File: src/rtl/mac_pkg.sv
// Shared constants and helpers for the multiply-accumulate processing element.
package mac_pkg;

  localparam int DATA_W_DEF = 8;
  localparam int ACC_W_DEF  = 20;

  // Saturation limits for a signed accumulator of width w.
  function automatic longint acc_max(input int w);
    return (longint'(1) <<< (w - 1)) - 1;
  endfunction

  function automatic longint acc_min(input int w);
    return -(longint'(1) <<< (w - 1));
  endfunction

  localparam longint ACC_MAX = acc_max(ACC_W_DEF);
  localparam longint ACC_MIN = acc_min(ACC_W_DEF);

  // A sum carried one bit wider than its operands overflowed when its two top bits differ.
  function automatic logic sum_ovf(input logic [1:0] top2);
    return top2[1] ^ top2[0];
  endfunction

endpackage

File: src/rtl/mac_pe_if.sv
// Operand, forwarding and result-chain signals of one processing element.
interface mac_pe_if
  import mac_pkg::*;
#(
  parameter int DATA_W = DATA_W_DEF,
  parameter int ACC_W  = ACC_W_DEF
);

  logic              in_valid;
  logic [DATA_W-1:0] in_a;
  logic [DATA_W-1:0] in_b;
  logic              out_valid;
  logic [DATA_W-1:0] out_a;
  logic [DATA_W-1:0] out_b;
  logic              drain;
  logic              shift_en;
  logic [ACC_W-1:0]  res_in;
  logic              res_valid_in;
  logic [ACC_W-1:0]  res_out;
  logic              res_valid_out;
  logic              ovf_out;

  modport master (
    output in_valid, in_a, in_b, drain, shift_en, res_in, res_valid_in,
    input  out_valid, out_a, out_b, res_out, res_valid_out, ovf_out
  );

  modport slave (
    input  in_valid, in_a, in_b, drain, shift_en, res_in, res_valid_in,
    output out_valid, out_a, out_b, res_out, res_valid_out, ovf_out
  );

endinterface

File: src/rtl/add2c_sat.sv
// Combinational two's-complement adder with optional clamping on overflow.
module add2c_sat
  import mac_pkg::*;
#(
  parameter int ACC_W = ACC_W_DEF,
  parameter bit SAT   = 1'b1
)(
  input  logic [ACC_W-1:0] x,
  input  logic [ACC_W-1:0] y,
  output logic [ACC_W-1:0] z,
  output logic             ovf
);

  localparam logic [ACC_W-1:0] SAT_HI = ACC_W'(acc_max(ACC_W));
  localparam logic [ACC_W-1:0] SAT_LO = ACC_W'(acc_min(ACC_W));

  logic [ACC_W:0] sum;

  assign sum = {x[ACC_W-1], x} + {y[ACC_W-1], y};
  assign ovf = sum_ovf(sum[ACC_W -: 2]);

  // The sign of the wide sum tells which rail an overflowing result belongs on.
  always_comb begin
    z = sum[ACC_W-1:0];
    if (SAT && ovf) begin
      z = sum[ACC_W] ? SAT_LO : SAT_HI;
    end
  end

endmodule

File: src/rtl/mac_pe.sv
// Output-stationary systolic MAC element: forwards operands east/south, accumulates
// their product, and hands finished tiles to a shift chain through a result buffer.
module mac_pe
  import mac_pkg::*;
#(
  parameter int DATA_W = DATA_W_DEF,
  parameter int ACC_W  = ACC_W_DEF,
  parameter bit SAT    = 1'b1
)(
  input logic   clk,
  input logic   reset,
  mac_pe_if.slave bus
);

  logic [DATA_W-1:0]          a_q;
  logic [DATA_W-1:0]          b_q;
  logic                       v_q;
  logic signed [2*DATA_W-1:0] prod;
  logic [ACC_W-1:0]           p_q;
  logic                       p_v;
  logic [ACC_W-1:0]           acc;
  logic                       ovf;
  logic [ACC_W-1:0]           sum;
  logic                       add_ovf;
  logic [ACC_W-1:0]           nxt_or_acc;
  logic                       ovf_now;
  logic [ACC_W-1:0]           res;
  logic                       res_v;
  logic                       res_ovf;

  assign prod = $signed(bus.in_a) * $signed(bus.in_b);

  always_ff @(posedge clk) begin
    if (reset) begin
      a_q <= '0;
      b_q <= '0;
      v_q <= 1'b0;
      p_q <= '0;
      p_v <= 1'b0;
    end else begin
      a_q <= bus.in_a;
      b_q <= bus.in_b;
      v_q <= bus.in_valid;
      p_v <= bus.in_valid;
      if (bus.in_valid) begin
        p_q <= ACC_W'(prod);
      end
    end
  end

  add2c_sat #(.ACC_W(ACC_W), .SAT(SAT)) u_add (
    .x   (acc),
    .y   (p_q),
    .z   (sum),
    .ovf (add_ovf)
  );

  assign nxt_or_acc = p_v ? sum : acc;
  assign ovf_now    = ovf | (p_v & add_ovf);

  // Drain takes the in-flight product with the closing tile and wins over a chain shift.
  always_ff @(posedge clk) begin
    if (reset) begin
      acc     <= '0;
      ovf     <= 1'b0;
      res     <= '0;
      res_v   <= 1'b0;
      res_ovf <= 1'b0;
    end else if (bus.drain) begin
      res     <= nxt_or_acc;
      res_ovf <= ovf_now;
      res_v   <= 1'b1;
      acc     <= '0;
      ovf     <= 1'b0;
    end else begin
      acc <= nxt_or_acc;
      ovf <= ovf_now;
      if (bus.shift_en) begin
        res     <= bus.res_in;
        res_v   <= bus.res_valid_in;
        res_ovf <= 1'b0;
      end
    end
  end

  assign bus.out_a         = a_q;
  assign bus.out_b         = b_q;
  assign bus.out_valid     = v_q;
  assign bus.res_out       = res;
  assign bus.res_valid_out = res_v;
  assign bus.ovf_out       = res_ovf;

endmodule

File: src/flat_wrapper.sv
// flat-port wrapper written by rule: the top's interface ports become plain ports
module mac_pe_flat import mac_pkg::*;
#(
  parameter int DATA_W = DATA_W_DEF,
  parameter int ACC_W  = ACC_W_DEF,
  parameter bit SAT    = 1'b1
)
  (clk, reset, bus_in_valid, bus_in_a, bus_in_b, bus_drain, bus_shift_en, bus_res_in, bus_res_valid_in, bus_out_valid, bus_out_a, bus_out_b, bus_res_out, bus_res_valid_out, bus_ovf_out);
  mac_pe_if #(.DATA_W(DATA_W), .ACC_W(ACC_W)) bus_i ();
  input logic clk;
  input logic reset;
  input wire logic [$bits(bus_i.in_valid)-1:0] bus_in_valid;
  input wire logic [$bits(bus_i.in_a)-1:0] bus_in_a;
  input wire logic [$bits(bus_i.in_b)-1:0] bus_in_b;
  input wire logic [$bits(bus_i.drain)-1:0] bus_drain;
  input wire logic [$bits(bus_i.shift_en)-1:0] bus_shift_en;
  input wire logic [$bits(bus_i.res_in)-1:0] bus_res_in;
  input wire logic [$bits(bus_i.res_valid_in)-1:0] bus_res_valid_in;
  output wire logic [$bits(bus_i.out_valid)-1:0] bus_out_valid;
  output wire logic [$bits(bus_i.out_a)-1:0] bus_out_a;
  output wire logic [$bits(bus_i.out_b)-1:0] bus_out_b;
  output wire logic [$bits(bus_i.res_out)-1:0] bus_res_out;
  output wire logic [$bits(bus_i.res_valid_out)-1:0] bus_res_valid_out;
  output wire logic [$bits(bus_i.ovf_out)-1:0] bus_ovf_out;
  assign bus_i.in_valid = bus_in_valid;
  assign bus_i.in_a = bus_in_a;
  assign bus_i.in_b = bus_in_b;
  assign bus_i.drain = bus_drain;
  assign bus_i.shift_en = bus_shift_en;
  assign bus_i.res_in = bus_res_in;
  assign bus_i.res_valid_in = bus_res_valid_in;
  assign bus_out_valid = bus_i.out_valid;
  assign bus_out_a = bus_i.out_a;
  assign bus_out_b = bus_i.out_b;
  assign bus_res_out = bus_i.res_out;
  assign bus_res_valid_out = bus_i.res_valid_out;
  assign bus_ovf_out = bus_i.ovf_out;
  mac_pe #(.DATA_W(DATA_W), .ACC_W(ACC_W), .SAT(SAT)) u_core (.clk(clk), .reset(reset), .bus(bus_i));
endmodule
File: config.mk
export PLATFORM = sky130hd
export DESIGN_NAME = mac_pe_flat
export DESIGN_NICKNAME = d
export VERILOG_FILES = /design/src/rtl/mac_pkg.sv /design/src/rtl/mac_pe_if.sv /design/src/rtl/add2c_sat.sv /design/src/rtl/mac_pe.sv /design/src/flat_wrapper.sv
export SDC_FILE = /design/constraint.sdc
export NUM_CORES = 1
export LEC_CHECK = 0
export CAP_MARGIN = 20
export CORE_MARGIN = 4
export CORE_UTILIZATION = 52
export CTS_CLUSTER_SIZE = 20
export DETAILED_ROUTE_END_ITERATION = 10
export GPL_TIMING_DRIVEN = 1
export PLACE_DENSITY = 0.89
export SLEW_MARGIN = 20
export SYNTH_ARGS = -nofsm -noshare
export SYNTH_HDL_FRONTEND = slang
export SYNTH_SLANG_ARGS = --single-unit
File: constraint.sdc
create_clock -name clk -period 4.9 [get_ports clk]
set_clock_uncertainty 0.2 [all_clocks]
set_input_delay 0.98 -clock clk [delete_from_list [all_inputs] [get_ports clk]]
set_output_delay 0.98 -clock clk [all_outputs]
set_load 0.1 [all_outputs]
* Word level (Yosys, flattened, before mapping)
Index checks and enable logic that the tools add are counted.
** Operators by class
- $add $sub $neg :: 1
- $mul :: 1
- Multiplexer cells :: 9
- Bitwise operators :: 3
- Reduce and logical (&&, ||, !) cells :: 2
** Operator list (count)
- 20-bit two-way mux :: 5
- 20-bit by 16-bit adder with 21-bit output :: 1
- 8-bit by 8-bit multiplier with 16-bit output :: 1
- 1-bit two-way mux :: 4
- 2-bit nonzero test :: 1
- 2-bit OR reduction :: 1
- 1-bit bitwise AND :: 1
- 1-bit OR :: 1
- 1-bit XOR :: 1
** Word-level totals
- Bits in registers :: 76
- Input bits :: 42
- Output and inout port bits :: 39
- Logic and storage cells :: 25

* Longest topological paths before layout
- Word-level depth :: 5
- Mapped depth :: 19
- Gate-level depth less buffers :: 18

* Hierarchy
From an unflattened synthesis, not the netlist that was laid out.
** Unflattened totals
- Cells, all modules :: 714
- Area, all modules :: 6426.2 sq um
** By module, submodules not included
- mac_pe :: times used 1, cells each 540, area each 5192.5 sq um
- add2c_sat :: times used 1, cells each 174, area each 1233.7 sq um

* Least setup slack after synthesis
Ideal clock, no wire load.
- Path type :: in2reg
- Start :: input port bus_in_a[2]
- End :: register u_core.p_q[14]
- Data arrival time :: 4.873 ns
- Data required time :: 4.637 ns
- Slack :: -0.236 ns
- Cell stages on the path :: 17
- Path buffers :: 1
- Cell sequence :: clkbuf_1 > nand2_1 > fa_1 > fa_1 > inv_1 > fa_1 > inv_1 > fa_1 > inv_1 > ha_1 > o21ai_0 > a21oi_1 > o21ai_0 > a21boi_0 > o2111ai_1 > a311o_1 > nand3_1
** Between the ends
- Word-level cells in the longest chain between the ends :: 1
** RTL lines
- from (decl) :: line flat_wrapper.sv:13 : input wire logic [$bits(bus_i.in_a)-1:0] bus_in_a;
- 8-bit by 8-bit multiplier with 16-bit output :: line mac_pe.sv:31 : assign prod = $signed(bus.in_a) * $signed(bus.in_b);
- to (signal assigned) :: line mac_pe.sv:46 : p_q <= ACC_W'(prod);
- to (decl) :: line mac_pe.sv:19 : logic [ACC_W-1:0] p_q;
No other way between the ends.
A chain may end at the register's enable or synchronous reset.

* Worst setup path after layout
- Start :: input port bus_in_b[2]
- End :: register u_core.p_q[15] (netlist name)
** Between the ends
- Word-level cells in the longest chain between the ends :: 1
** RTL lines
- from (decl) :: line flat_wrapper.sv:14 : input wire logic [$bits(bus_i.in_b)-1:0] bus_in_b;
- 8-bit by 8-bit multiplier with 16-bit output :: line mac_pe.sv:31
No other way between the ends.

==> results.ini <==
[run_status]
outcome = finished with violations
violations = design-rule violations, negative setup slack

[cts]
cts_made_buffers = 9
cts_root_buf = clkbuf_16
clk_latency_ns = 0.35
hold_buffers = 0
cts_sinks = 76
cts_tree = done
path_clk_slew_ns = 0.07
max-clock-path-buffers = 2
ctsHtreeMaxLevel = 3

[timing]
worst_pin_slew_ns = 1.000
slew_viol_final = 0
final_hold_viol_count = 0
fmax_mhz = 201.9
period_share_pct = 101.1
finalSetupViolations = 1
tns_ns = -0.05204
rsz0062_at_grt = true
period_needed_ns = 4.952
fin_hold_ws_ns = 0.2915
layout_setup_ws_ns = -0.05204
max-slew-margin-rel_pct = 33.13

[cells_and_area]
fillers = 832
antenna_cells = 0
regArea_um2 = 1521
layout_common_cells = inv_1, dfxtp_1, clkdlybuf4s50_1, buf_4, fa_1
multiInputGateArea_um2 = 4678
drive_above_1_share_pct = 18.79
nets = 988
area_delta_synth_final_pct = 27.53
fin_area_um2 = 8242
layout_commonest_cell = inv_1

[pwr]
total_power_mw = 3.837
clock_power_share_pct = 18.1
sw_frac_of_total_pct = 44.82
combPwrFrac_pct = 62.7
p_int_mw = 2.117
ir_drop_v = 0.0002992
pwr-share-seq_pct = 19.2
switching_power_mw = 1.720
leakage_nw = 3.566
p_per_area_nw_per_um2 = 465.5

[worst_hold_path]
min_delay_worst_endpoint = u_core.ovf
whs_path_depth = 2
hp-class = reg -> reg
hold_start = u_core.ovf

[placement]
place_area_um2 = 7750
gp_congestion = 0.9219
dp_hpwl_um = 11860
place_ws_ns = -0.8575
portBuffers = 80

[floorplan]
die_w_um = 119.5
dieArea_um2 = 14280
rows = 40
start_util_pct = 53.36
io_pins = 81
die_h_um = 119.5
core_area_um2 = 12110

[worst_setup_path]
critPathArrivalTime_ns = 4.99
rrSetupSlack_ns = 1.09
reg2reg_depth = 11
cp-start-kind = input pin
r2r-start = u_core.p_q[0]
path_class = in -> reg
crit_fanout = 8
critPathCaptureType = flip-flop
slowest_delay_ns = 0.56
crit_buf_inv = 6
reg2reg_to = u_core.bus.res_out[7]
cp.required_ns = 4.94
cp_top_family = adder cells
crit_chain = clkbuf_4, and2_1, fa_1, inv_2, fa_1, inv_2, fa_1, inv_2, fa_1, inv_2, ha_4, buf_4, a21oi_2, o21ai_1, a21oi_2, a21oi_2, xnor2_1, a211oi_1
crit_slowest_cell = fa_1

[drt]
drt_iter0_drc = 486
via_count = 5828
ant_nets = 0
routed_wl_um = 18160
wl_per_cell_um = 17.91
drt_pass1_iterations = 8
drcViolationCount = 1
viasPerCell = 5.748

[logic_synthesis]
synth_area_um2 = 6462
yosys_warnings = 0
ys_seq_elements = 76
syn_avg_cell_area_um2 = 8.951
synth-seq-area-share_pct = 23.54
synth_flop_cell = dfxtp_1
synthesis.nets = 869
synthesis.instances = 722
ys_async_sr_fraction_pct = 0
yosysUniqueCellTypes = 73
synth_edf_count = 0

[global_routing]
grt_pass1_vias = 5916
antenna_found_initial = 0
track_usage_pct = 23.98
grt_pass1_wl_um = 27960
grt_max_degree = 43
grt_overflow = 0

[run]
drv_cap = 0

repair_timing:
action	CTS	global route
gates resized for setup	82	63
setup buffers	4	2
setup endpoints to repair	8	7
pin swaps	11	31
sequential cells by signal (all words and copies together), names as in the netlist:
name / count
u_core.bus.res_valid_out: 1
u_core.p_q: 16
u_core.acc: 20
u_core.bus.out_b: 8
u_core.bus.out_valid: 1
u_core.bus.out_a: 8
u_core.bus.res_out: 20
u_core.bus.ovf_out: 1
u_core.ovf: 1
final cells by class:
| cell class | count | area share [%] |
|---|---|---|
| clock buffers | 9 | 2.733 |
| clock inverters | 7 | 0.8957 |
| inverters | 89 | 4.053 |
| multi-input cells | 527 | 56.76 |
| flip-flops and latches | 76 | 18.46 |
| well taps | 168 | 2.550 |
| repair buffers | 138 | 14.54 |
Yosys cell counts (all sizes together), types with 5 or more instances:
| library cell | number | area [µm²] |
|---|---|---|
| a21o | 9 | 67.56 |
| nor2b | 39 | 244.0 |
| ha | 49 | 613.1 |
| inv | 88 | 330.3 |
| nand2b | 10 | 62.56 |
| clkbuf | 20 | 76.32 |
| dfxtp | 76 | 1521 |
| and2 | 37 | 231.5 |
| fa | 56 | 1121 |
| a211oi | 47 | 367.9 |
| a22oi | 11 | 82.58 |
| nor3 | 10 | 61.31 |
| xnor2 | 15 | 131.4 |
| maj3 | 5 | 51.30 |
| a21oi | 29 | 152.7 |
| nand3 | 6 | 35.03 |
| xor2 | 9 | 78.83 |
| o21ai | 27 | 135.1 |
| nand2 | 39 | 146.4 |
| buf | 10 | 50.04 |
| mux2i | 14 | 140.1 |
| nor2 | 52 | 195.2 |
metal layers:
layer / vias to the layer above / GRT usage, % / part of all wire (%)
li1: 2696 / - / -
met1: 2799 / 28.46 / 39
met2: 263 / 43.33 / 50
met3: 70 / 3.609 / 6.1
met4: 0 / 9.449 / 4.8
met5: - / 0 / 0
worst max path at each step:
stage | start | end | slack [ns] | cells after the start
3_3_place_gp | bus_in_b[4] | u_core.p_q[14] | -0.70 | 18
4_1_cts | bus_in_b[4] | u_core.p_q[14] | 0.007 | 18
6_report | bus_in_b[2] | u_core.p_q[15] | -0.05 | 18
5_1_grt | bus_in_b[2] | u_core.p_q[15] | -0.12 | 18
3_5_place_dp | bus_in_b[4] | u_core.p_q[12] | -0.86 | 18
2_1_floorplan | bus_in_b[4] | u_core.p_q[14] | -0.007 | 17
power by group through the flow:
stage	clock (mW)	combinational, mW	sequential [mW]
after CTS	0.690	2.11	0.734
final	0.693	2.41	0.737
after detailed placement	0	2.05	0.747
after global placement	0	1.96	0.744
after floorplan	0	1.30	0.907
after global routing	0.714	2.63	0.743
cells by family (layout without fill, tap and decap cells):
kind of cell             count (synthesis)  count (layout)  synth area share [%]
AO/OA/AOI/OAI                          162             162                 17.99
XOR/XNOR                                24              24                 3.253
adder cells (fa/ha/maj)                110             110                 27.63
buffers and inverters                  119             243                 7.125
flip-flops                              76              76                 23.54
multiplexers                            17              17                 2.749
AND/OR/NAND/NOR                        214             214                 17.72
worst reg2reg max path: cells and delay by family, from the launching register on:
family	cells	cell delay, ns
flops	1	0.41
fa+ha+maj	2	0.67
simple gates	1	0.20
compound gates	7	2.16
buf+inv	1	0.07
per-stage QoR:
step,util (%),std cells
after floorplan,-,722
after global placement,63.99,992
after detailed placement,63.99,992
after CTS,66.81,1012
after global routing,68.05,1014
final,68.05,1014
Power figures use the tool's default switching activity.
